### config.mk
export PLATFORM = sky130hd
export DESIGN_NAME = vga_sync_gen
export DESIGN_NICKNAME = d
export VERILOG_FILES = /design/src/rtl/vga_sync_gen.sv
export SDC_FILE = /design/constraint.sdc
export NUM_CORES = 1
export LEC_CHECK = 0
export CAP_MARGIN = 20
export CORE_MARGIN = 2
export CORE_UTILIZATION = 45
export DETAILED_ROUTE_END_ITERATION = 10
export HOLD_SLACK_MARGIN = 0.02
export PLACE_DENSITY = 0.8
export RECOVER_POWER = 25
export SYNTH_ARGS = -nofsm -noshare
export SYNTH_HDL_FRONTEND = slang
export SYNTH_SLANG_ARGS = --single-unit
### constraint.sdc
create_clock -name CLK -period 2.8 [get_ports CLK]
set_input_delay 0.56 -clock CLK [delete_from_list [all_inputs] [get_ports CLK]]
set_output_delay 0.56 -clock CLK [all_outputs]
set_load 0.05 [all_outputs]
### src/rtl/vga_sync_gen.sv
// vga_sync_gen: raster counters with registered HSYNC/VSYNC/Video_on decodes.
// Define VGA_SYNC_ALIGN_EN to delay sync/blank/frame outputs by ALIGN CLKs.
module vga_sync_gen #(
    parameter int H_VIS  = 640,
    parameter int H_FP   = 16,
    parameter int H_SYNC = 96,
    parameter int H_BP   = 48,
    parameter int V_VIS  = 480,
    parameter int V_FP   = 10,
    parameter int V_SYNC = 2,
    parameter int V_BP   = 33,
    parameter int ALIGN  = 1
) (
    input  logic        CLK,
    input  logic        RST_N,
    input  logic        Pix_en,
    output logic [10:0] Columnas,
    output logic [9:0]  Filas,
    output logic        HSYNC,
    output logic        VSYNC,
    output logic        Video_on,
    output logic        Fin_cuadro
);

    localparam int H_TOTAL = H_VIS + H_FP + H_SYNC + H_BP;
    localparam int V_TOTAL = V_VIS + V_FP + V_SYNC + V_BP;

    localparam logic [10:0] H_LAST = 11'(H_TOTAL - 1);
    localparam logic [10:0] H_VISW = 11'(H_VIS);
    localparam logic [10:0] HS_BEG = 11'(H_VIS + H_FP);
    localparam logic [10:0] HS_END = 11'(H_VIS + H_FP + H_SYNC - 1);

    localparam logic [9:0] V_LAST = 10'(V_TOTAL - 1);
    localparam logic [9:0] V_VISW = 10'(V_VIS);
    localparam logic [9:0] VS_BEG = 10'(V_VIS + V_FP);
    localparam logic [9:0] VS_END = 10'(V_VIS + V_FP + V_SYNC - 1);

    if (ALIGN < 1 || ALIGN > 4) begin : g_bad_align
        $error("vga_sync_gen: ALIGN must be in 1..4");
    end

    logic [10:0] h_q, h_d;
    logic [9:0]  v_q, v_d;
    logic        hs_q, hs_d;
    logic        vs_q, vs_d;
    logic        vid_q, vid_d;
    logic        fin_q, fin_d;

    // Decodes look at the next coordinate so they line up with the counters.
    always_comb begin
        h_d   = h_q;
        v_d   = v_q;
        hs_d  = hs_q;
        vs_d  = vs_q;
        vid_d = vid_q;
        fin_d = 1'b0;
        if (Pix_en) begin
            if (h_q == H_LAST) begin
                h_d = '0;
                if (v_q == V_LAST) begin
                    v_d   = '0;
                    fin_d = 1'b1;
                end else begin
                    v_d = v_q + 10'd1;
                end
            end else begin
                h_d = h_q + 11'd1;
            end
            vid_d = (h_d < H_VISW) && (v_d < V_VISW);
            hs_d  = !((h_d >= HS_BEG) && (h_d <= HS_END));
            vs_d  = !((v_d >= VS_BEG) && (v_d <= VS_END));
        end
    end

    always_ff @(posedge CLK or negedge RST_N) begin
        if (!RST_N) begin
            h_q   <= '0;
            v_q   <= '0;
            hs_q  <= 1'b1;
            vs_q  <= 1'b1;
            vid_q <= 1'b0;
            fin_q <= 1'b0;
        end else begin
            h_q   <= h_d;
            v_q   <= v_d;
            hs_q  <= hs_d;
            vs_q  <= vs_d;
            vid_q <= vid_d;
            fin_q <= fin_d;
        end
    end

    assign Columnas = h_q;
    assign Filas    = v_q;

`ifdef VGA_SYNC_ALIGN_EN
    // Shifts every CLK: ROM latency is counted in clocks, not pixels.
    logic [3:0] pipe_q [ALIGN];

    always_ff @(posedge CLK or negedge RST_N) begin
        if (!RST_N) begin
            for (int i = 0; i < ALIGN; i++) begin
                pipe_q[i] <= 4'b1100;
            end
        end else begin
            pipe_q[0] <= {hs_q, vs_q, vid_q, fin_q};
            for (int i = 1; i < ALIGN; i++) begin
                pipe_q[i] <= pipe_q[i-1];
            end
        end
    end

    assign {HSYNC, VSYNC, Video_on, Fin_cuadro} = pipe_q[ALIGN-1];
`else
    assign HSYNC      = hs_q;
    assign VSYNC      = vs_q;
    assign Video_on   = vid_q;
    assign Fin_cuadro = fin_q;
`endif

endmodule
# After elaboration in Yosys (flattened, before gate mapping)
# Cells that the tools add are included.
# W data, S select, Z words.
# word_totals
register_bits,25
inputBits,3
output_inout_bits,25
elab_cells,29
# op_classes
add_sub_neg,2
magnitude_cmp,6
eq_ne,2
mux,8
n_reduce_logical,5
# op_table
cell,n
$mux W10,3
$mux W11,2
$add A11 B1 Y11 const B,1
$eq A11 B10 Y1 const B,1
$ge A11 B10 Y1 const B,1
$le A11 B10 Y1 const B,1
$lt A11 B10 Y1 const B,1
$add A10 B1 Y10 const B,1
$eq A10 B10 Y1 const B,1
$ge A10 B9 Y1 const B,1
$le A10 B9 Y1 const B,1
$lt A10 B9 Y1 const B,1
$logic_and A1 B1 Y1,3
$mux W1,3
$logic_not A1 Y1,2

# Logic depth before layout (Yosys ltp)
# depth
word_depth,7
mapped_depth,8
ltp_nobuf,8

# Worst setup path after synthesis
# Ideal clock, no wire load.
# synth_path
path_kind,flip-flop to flip-flop
start,register h_q[5] (netlist: Columnas[5])
end,register vs_q (netlist: VSYNC)
setup_time_ns,0.105
t_arrival_ns,2.652
required_time_ns,2.695
path_slack_ns,0.042
stages_incl_launch_ff,9
n_path_buf,2
synth_period_minus_slack_ns,2.758
path_cell_list,dfrtp_1 -> buf_6 -> or4_4 -> or3_1 -> buf_2 -> or4_1 -> nand3_1 -> o211a_1 -> a41oi_1
# synth_via
elab_chain_len,6
word_cells_on_any_way,7
cone_classes,order compare: 2; eq/ne: 1; mux: 2; reduce/logical: 2
# synth_lines
item,line_no,text
from (decl),42,"logic [10:0] h_q, h_d;"
from (signal assigned),77,h_q <= '0;
from (signal assigned),84,h_q <= h_d;
$eq A11 B10 Y1 *,58,if (h_q == H_LAST) begin
$mux W10 *,58,
$mux W10 *,57,if (Pix_en) begin
$ge A10 B9 Y1 or $le A10 B9 Y1 (tied branches),71,vs_d = !((v_d >= VS_BEG) && (v_d <= VS_END));
$logic_and A1 B1 Y1 *,71,
$logic_not A1 Y1 *,71,
to (signal assigned),87,vs_q <= vs_d;
to (decl),45,"logic vs_q, vs_d;"
# Mark *: on every way between the ends. The rest lies on a longest branch, timed or not. The select of a mux whose other input is x is not followed.
# A chain may end at the register's enable or synchronous reset.

# Worst setup path after layout
# layout_path
start,register h_q[6] (netlist: Columnas[6])
end,register vs_q (netlist: VSYNC)
# Same word-level chain as after synthesis.

==> results.md <==
- Commonest cells after routing, fill and taps aside: 26 x clkdlybuf4s50_1, 25 x nand2_1, 23 x dfrtp_1
- # Post-CTS Setup Buffers: 0
- Status: complete, no violations
- Final net count: 229
- Largest net degree at the start of global routing: 26
- Synth warn: 0
- H-tree levels: 1
- GP Congestion: 0.828
- Routed length on met3: 235 um
- Final Cycle Share: 91.7%
- Internal: around 630 uW
- Antenna violations before repair: 0
- Layout area overhead: 21.0%
- Switching portion of total power: approximately 44%
- Min Clock Period, post-route: 2570 ps
- Final hold violation count: 0
- Drt wl/cell: 14.0 um
- Layout cell share with drive strength beyond 1: about 7.2%
- IO Count: 28
- Fin worst setup slack: between 200 and 250 ps
- Comb power frac: 41.7%
- Min-delay worst type: flip-flop to flip-flop
- CTS tree: done
- Relative slew slack: under 10%
- # diodes: 0
- Root Driver: clkbuf_4
- Pwr per Cell Area: 568 nW/um2
- Hold slack: 512 ps
- Commonest non-fill, non-tap cell in the layout: clkdlybuf4s50_1
- Vias/cell: 5.79
- DIE AREA: 4130 um2
- Post-synthesis register bit count: 25
- FP Rows: 21
- Maximum fanout along the worst path: 9
- Clock power frac: roughly 15%
- Sequential area share after synthesis: 38.5%
- DP HPWL: 2.72 mm
- Slowest stage delay, CP: 540 ps
- Post-Syn Instances: 197
- Final setup viols: 0
- CP endpoint kind: flip-flop
- Number of flops mapped to enable cells by yosys: 0
- R2r setup slk: 230 ps
- Setup TNS: 0 ps
- Sequential Power Share: 43.2%
- Clk_skew: 1.24 ps
- Cell taking the most area after synthesis: dfrtp_1
- Post-synth top area share: between 30% and 40%
- Total Wirelength: approximately 3.7 mm
- Met2 Wirelength: 1.62 mm
- CP arrival: about 2800 ps
- CP startpoint kind: flip-flop
- Avg Cell Area, Syn: roughly 8.3 um2
- Max cap viols: 0
- Residual DRC count: 0
- Grt total ovfl: 0
- Kind of critical path: flip-flop to flip-flop
- RSZ-0062 raised after global routing: no
- DRT Pass-1 Iters: 4
- Clock buffer depth: 2
- DR top layer: met4
- Least-Margin Pin Slew: 1360 ps
- Starting DRT DRC Count: 93
- First-pass GRT wire length: roughly 6.5 mm
- Vias: 1546
- Die height: 64.2 um
- I/O Buffers: 27
- Fillers: 321
- Max-slew violations: 0
- Placement Setup Slack: roughly 270 ps
- Final ANT Viol Nets: 0
- Reg area: 628 um2
- Synth unique cells: 48
- Ys async rst share: 100%
- Leak pwr: slightly below 0.0008 uW
- Core region area: 3420 um2
- Maximum vdd drop: roughly 0.54 mV
- Top delay family on crit path: simple AND/OR/NAND/NOR gates
- Met1 wire length: 1.84 mm
- Tot GR Track Use: 19.5%
- Clk_lat worst skew: 320 ps
- Vias in the first global route: 1419
- Cts hold-fix bufs: 0
- Clock Sinks: 25
- CP Buf/Inv Count: 0
- Starting Density: 47.8%
- F_max: ~390 MHz
- Syn Std Cell Area: 1630 um2
- Syn_nets: 204
- Multi-input combinational cell area: between 900 and 1000 um2
- Worst path cell trace: or4_4 > or3_1 > or4_1 > nand3_1 > o211a_1 > a41oi_1
- Synth area leaders: dfrtp_1 35%, nand2_1 5.7%, o21ai_0 4.6%
- Sw power: 491 uW
- Slowest-stage cell, CP: or4_1
- Ys flop type: dfrtp_1
- Clock slew at reported path FFs: 140 ps
- Worst EP required: 3050 ps
- CTS resizes: 0
- CTS buffer count: 3
- Die X-Extent: 64.2 um
[worst register-to-register path, delay by kind of cell (launching register included)]
family             cells  cell delay (ps)
DFF                    1              510
and+or+nand+nor        4             1700
AOI/OAI and AO/OA      2              300
[sequential cells by signal, indices dropped and copies added, names as in the netlist]
signal,flops
Columnas,11
Filas,10
Fin_cuadro,1
HSYNC,1
VSYNC,1
Video_on,1
[power by group through the flow]
stage	Combinational [uW]	Clock, uW	Sequential, uW
2_1_floorplan	186	0	629
3_3_place_gp	465	0	488
3_5_place_dp	468	0	490
4_1_cts	469	176	483
5_1_grt	502	192	497
6_report	468	170	485
[metal layers]
layer  vias up  global-route usage [%]
met5         -                       0
met4         0                    6.38
met3         4                    2.99
met2        50                    29.4
met1       731                    28.6
li1        761                       -
[Yosys cell counts, types with 2 or more instances]
cell type  number
inv_1           7
dfrtp_1        23
mux2i_1         2
ha_1            4
a21oi_1        11
clkbuf_1       11
nor3_1          7
a41oi_1         3
o31ai_1         4
and3_1          5
nand2_1        25
o41ai_1         3
o21ai_0        15
nand4_1         5
dfstp_2         2
a31oi_1         3
nand3_1         8
xnor2_1         7
and4_1          2
nor4_1          2
o21a_1          2
xor2_1          3
nor2_1         18
[final timing paths]
| path | startpoint | cells after the start | to |
|---|---|---|---|
| worst max-delay path | Columnas[6] | 6 | VSYNC |
| worst min register to register | VSYNC | 2 | VSYNC |
| max in group asynchronous | RST_N | 2 | Columnas[5] |
| min in group asynchronous | RST_N | 2 | Filas[1] |
| worst max register to register | Columnas[6] | 6 | VSYNC |
| worst min-delay path | VSYNC | 2 | VSYNC |
[logic make-up after synthesis]
group,Yosys count,share of synthesized area (%)
and+or+nand+nor,83,25.5
AOI/OAI and AO/OA,50,19.7
DFF,25,38.5
buffers and inverters,21,5.36
xor gates and xnor gates,10,5.36
adders and majority gates,5,3.68
muxes,3,1.92
[final cells by class]
class / instances / share of cell area, %
Multi-Input combinational cell: 151 / 46.4
Clock inverter: 1 / 0.253
Tap cell: 46 / 2.91
Inverter: 7 / 1.33
Clock buffer: 3 / 1.14
Sequential cell: 25 / 31.8
Timing Repair Buffer: 34 / 16.1
[through the flow]
step                util (%)  cell area (um2)  cells  total power (uW)
floorplan                  -             1630    197               815
global placement        57.1             1950    263               953
detailed placement      57.1             1950    263               958
CTS                     57.9             1980    267              1130
global route            57.8             1980    267              1190
finish                  57.8             1980    267              1120
Note: power is estimated with default switching activity, not from simulation.
==> RTL edit: new RTL, config.mk and constraints unchanged <==
Take the reset off `h_q` and `v_q` and load them in a clocked block of their own.
--- a/src/rtl/vga_sync_gen.sv
+++ b/src/rtl/vga_sync_gen.sv
@@ -74,20 +74,21 @@
 
     always_ff @(posedge CLK or negedge RST_N) begin
         if (!RST_N) begin
-            h_q   <= '0;
-            v_q   <= '0;
             hs_q  <= 1'b1;
             vs_q  <= 1'b1;
             vid_q <= 1'b0;
             fin_q <= 1'b0;
         end else begin
-            h_q   <= h_d;
-            v_q   <= v_d;
             hs_q  <= hs_d;
             vs_q  <= vs_d;
             vid_q <= vid_d;
             fin_q <= fin_d;
         end
+    end
+
+    always_ff @(posedge CLK) begin
+        h_q <= h_d;
+        v_q <= v_d;
     end
 
     assign Columnas = h_q;
Function: changed (a bounded check fails within 4 cycles, from zero or initial values and one cycle with RST_N low).
==> RTL edit against the original RTL <==
- critical path depth increased by 1
- wire length decreased by 11%
- via count decreased by 15%
- setup slack improved by 94 ps
- design area decreased by 2.2%
- sequential cell count unchanged
- synthesized area decreased by 2.5%
- critical endpoint unchanged
- highest routed layer unchanged
Power is not compared: it rests on default switching activity, and its combinational part moved more than twofold at a synthesized area within 25%.
==> RTL edit: results (changes against the original RTL) <==
- Ranking of synthesized cells by area: edfxtp_1 (40%), nand2_1 (4.0%), xor2_1 (3.8%)
- Adder-cell share of the synthesized area: 0.0314 (-0.00536)
- Post-Synth XOR/XNOR Area: 0.0715 (+0.0178)
- Layout filler cell count: 322 (+0.31%)
- Placed wire-length estimate: 2510 um (-7.6%)
- Number of synthesized flops with an enable pin: 21 (+21)
- Routability Congestion: 0.876 (+5.7%)
- First-pass GRT wire length: 5690 um (-13%)
- Seq Cell Count: 25 (unchanged)
- Place WS: 342 ps (+70.3 ps)
- Via/cell ratio: 5.54 (-4.3%)
- Crit path DAT: 2730 ps (-90 ps)
- Clock Buffer Count: 4 (+1)
- Compound-Gate Fraction of Synth Area: 0.0990 (-0.0980)
- Pin count of the biggest net entering global routing: 18 (-31%)
- R2R cell count: 7 (+1)
- Count of non-CTS buffers in the layout: 32 (-5.9%)
- Starting DRT DRC Count: 77 (-17%)
- Library cells used by synthesis: 42 (-13%)
- Slew headroom: 0.388 (+0.293)
- Vias in the first global route: 1233 (-13%)
- Share of cells above drive strength 1: 0.0789 (+0.00655)
- Met2 routed WL: 1620 um (+0.43%)
- Met3 wire length: 168 um (-29%)
- Outcome: finished, final reports clean
- GRT Total Usage: 0.174 (-0.0211)
- Slowest stage delay, CP: 520 ps (-20 ps)
- R2R Path Start: Columnas[0]$_DFFE_PP_
- Inverters: 10 (+3)
- Clock-cell share: 0.0136 (-0.000332)
- NumNets Final: 198 (-14%)
- Multi-input gate count: 119 (-21%)
- Register area share after synthesis: 0.460 (+0.0757)
- Routed WL per cell: 14.1 um (+1.0%)
- Final wirelength: 3340 um (-11%)
- Worst hold path class: input pin to asynchronous set/reset pin
- Mapped Cells: 161 (-18%)
## RTL edit: cell count changes in the layout (fill, tap and decap cells not counted), sizes merged, moves of 4 or more
cell / unedited run / this run
dfrtp: 23 / 2
edfxtp: 0 / 21
a21oi: 11 / 3
nand2: 25 / 17
nand3: 8 / 14
o21ai: 15 / 9
o31ai: 4 / 0
xor2: 3 / 7
## RTL edit: worst max path at each step
stage,start,endpoint,slack [ps],cells past startpoint
after floorplan,Columnas[0]$_DFFE_PP_,VSYNC$_DFFE_PN1P_,110,9
after global placement,Columnas[0]$_DFFE_PP_,Video_on$_DFFE_PN0P_,450,7
after detailed placement,Columnas[0]$_DFFE_PP_,VSYNC$_DFFE_PN1P_,340,7
after CTS,Columnas[0]$_DFFE_PP_,VSYNC$_DFFE_PN1P_,330,7
after global routing,Columnas[0]$_DFFE_PP_,VSYNC$_DFFE_PN1P_,180,7
final,Columnas[0]$_DFFE_PP_,VSYNC$_DFFE_PN1P_,330,7
## RTL edit: report_power, final
| part | total, mW | internal (mW) | switching, mW |
|---|---|---|---|
| Combinational | 0.209 | 0.0719 | 0.137 |
| Clock | 0.158 | 0.0556 | 0.102 |
| Sequential | 0.471 | 0.435 | 0.0364 |
| Total | 0.838 | 0.562 | 0.276 |
## RTL edit: routing by layer
layer,up-vias,track usage
li1,646,-
met1,620,0.235
met2,40,0.293
met3,2,0.0268
met4,0,0.0408
met5,-,0
## RTL edit: metrics by stage
| step | utilization | hold WS, ps | area (sq um) |
|---|---|---|---|
| 2_1_floorplan | - | 264 | 1590 |
| 3_3_place_gp | 0.568 | 474 | 1910 |
| 3_5_place_dp | 0.568 | 478 | 1910 |
| 4_1_cts | 0.576 | 427 | 1940 |
| 5_1_grt | 0.574 | 502 | 1930 |
| 6_report | 0.574 | 508 | 1930 |
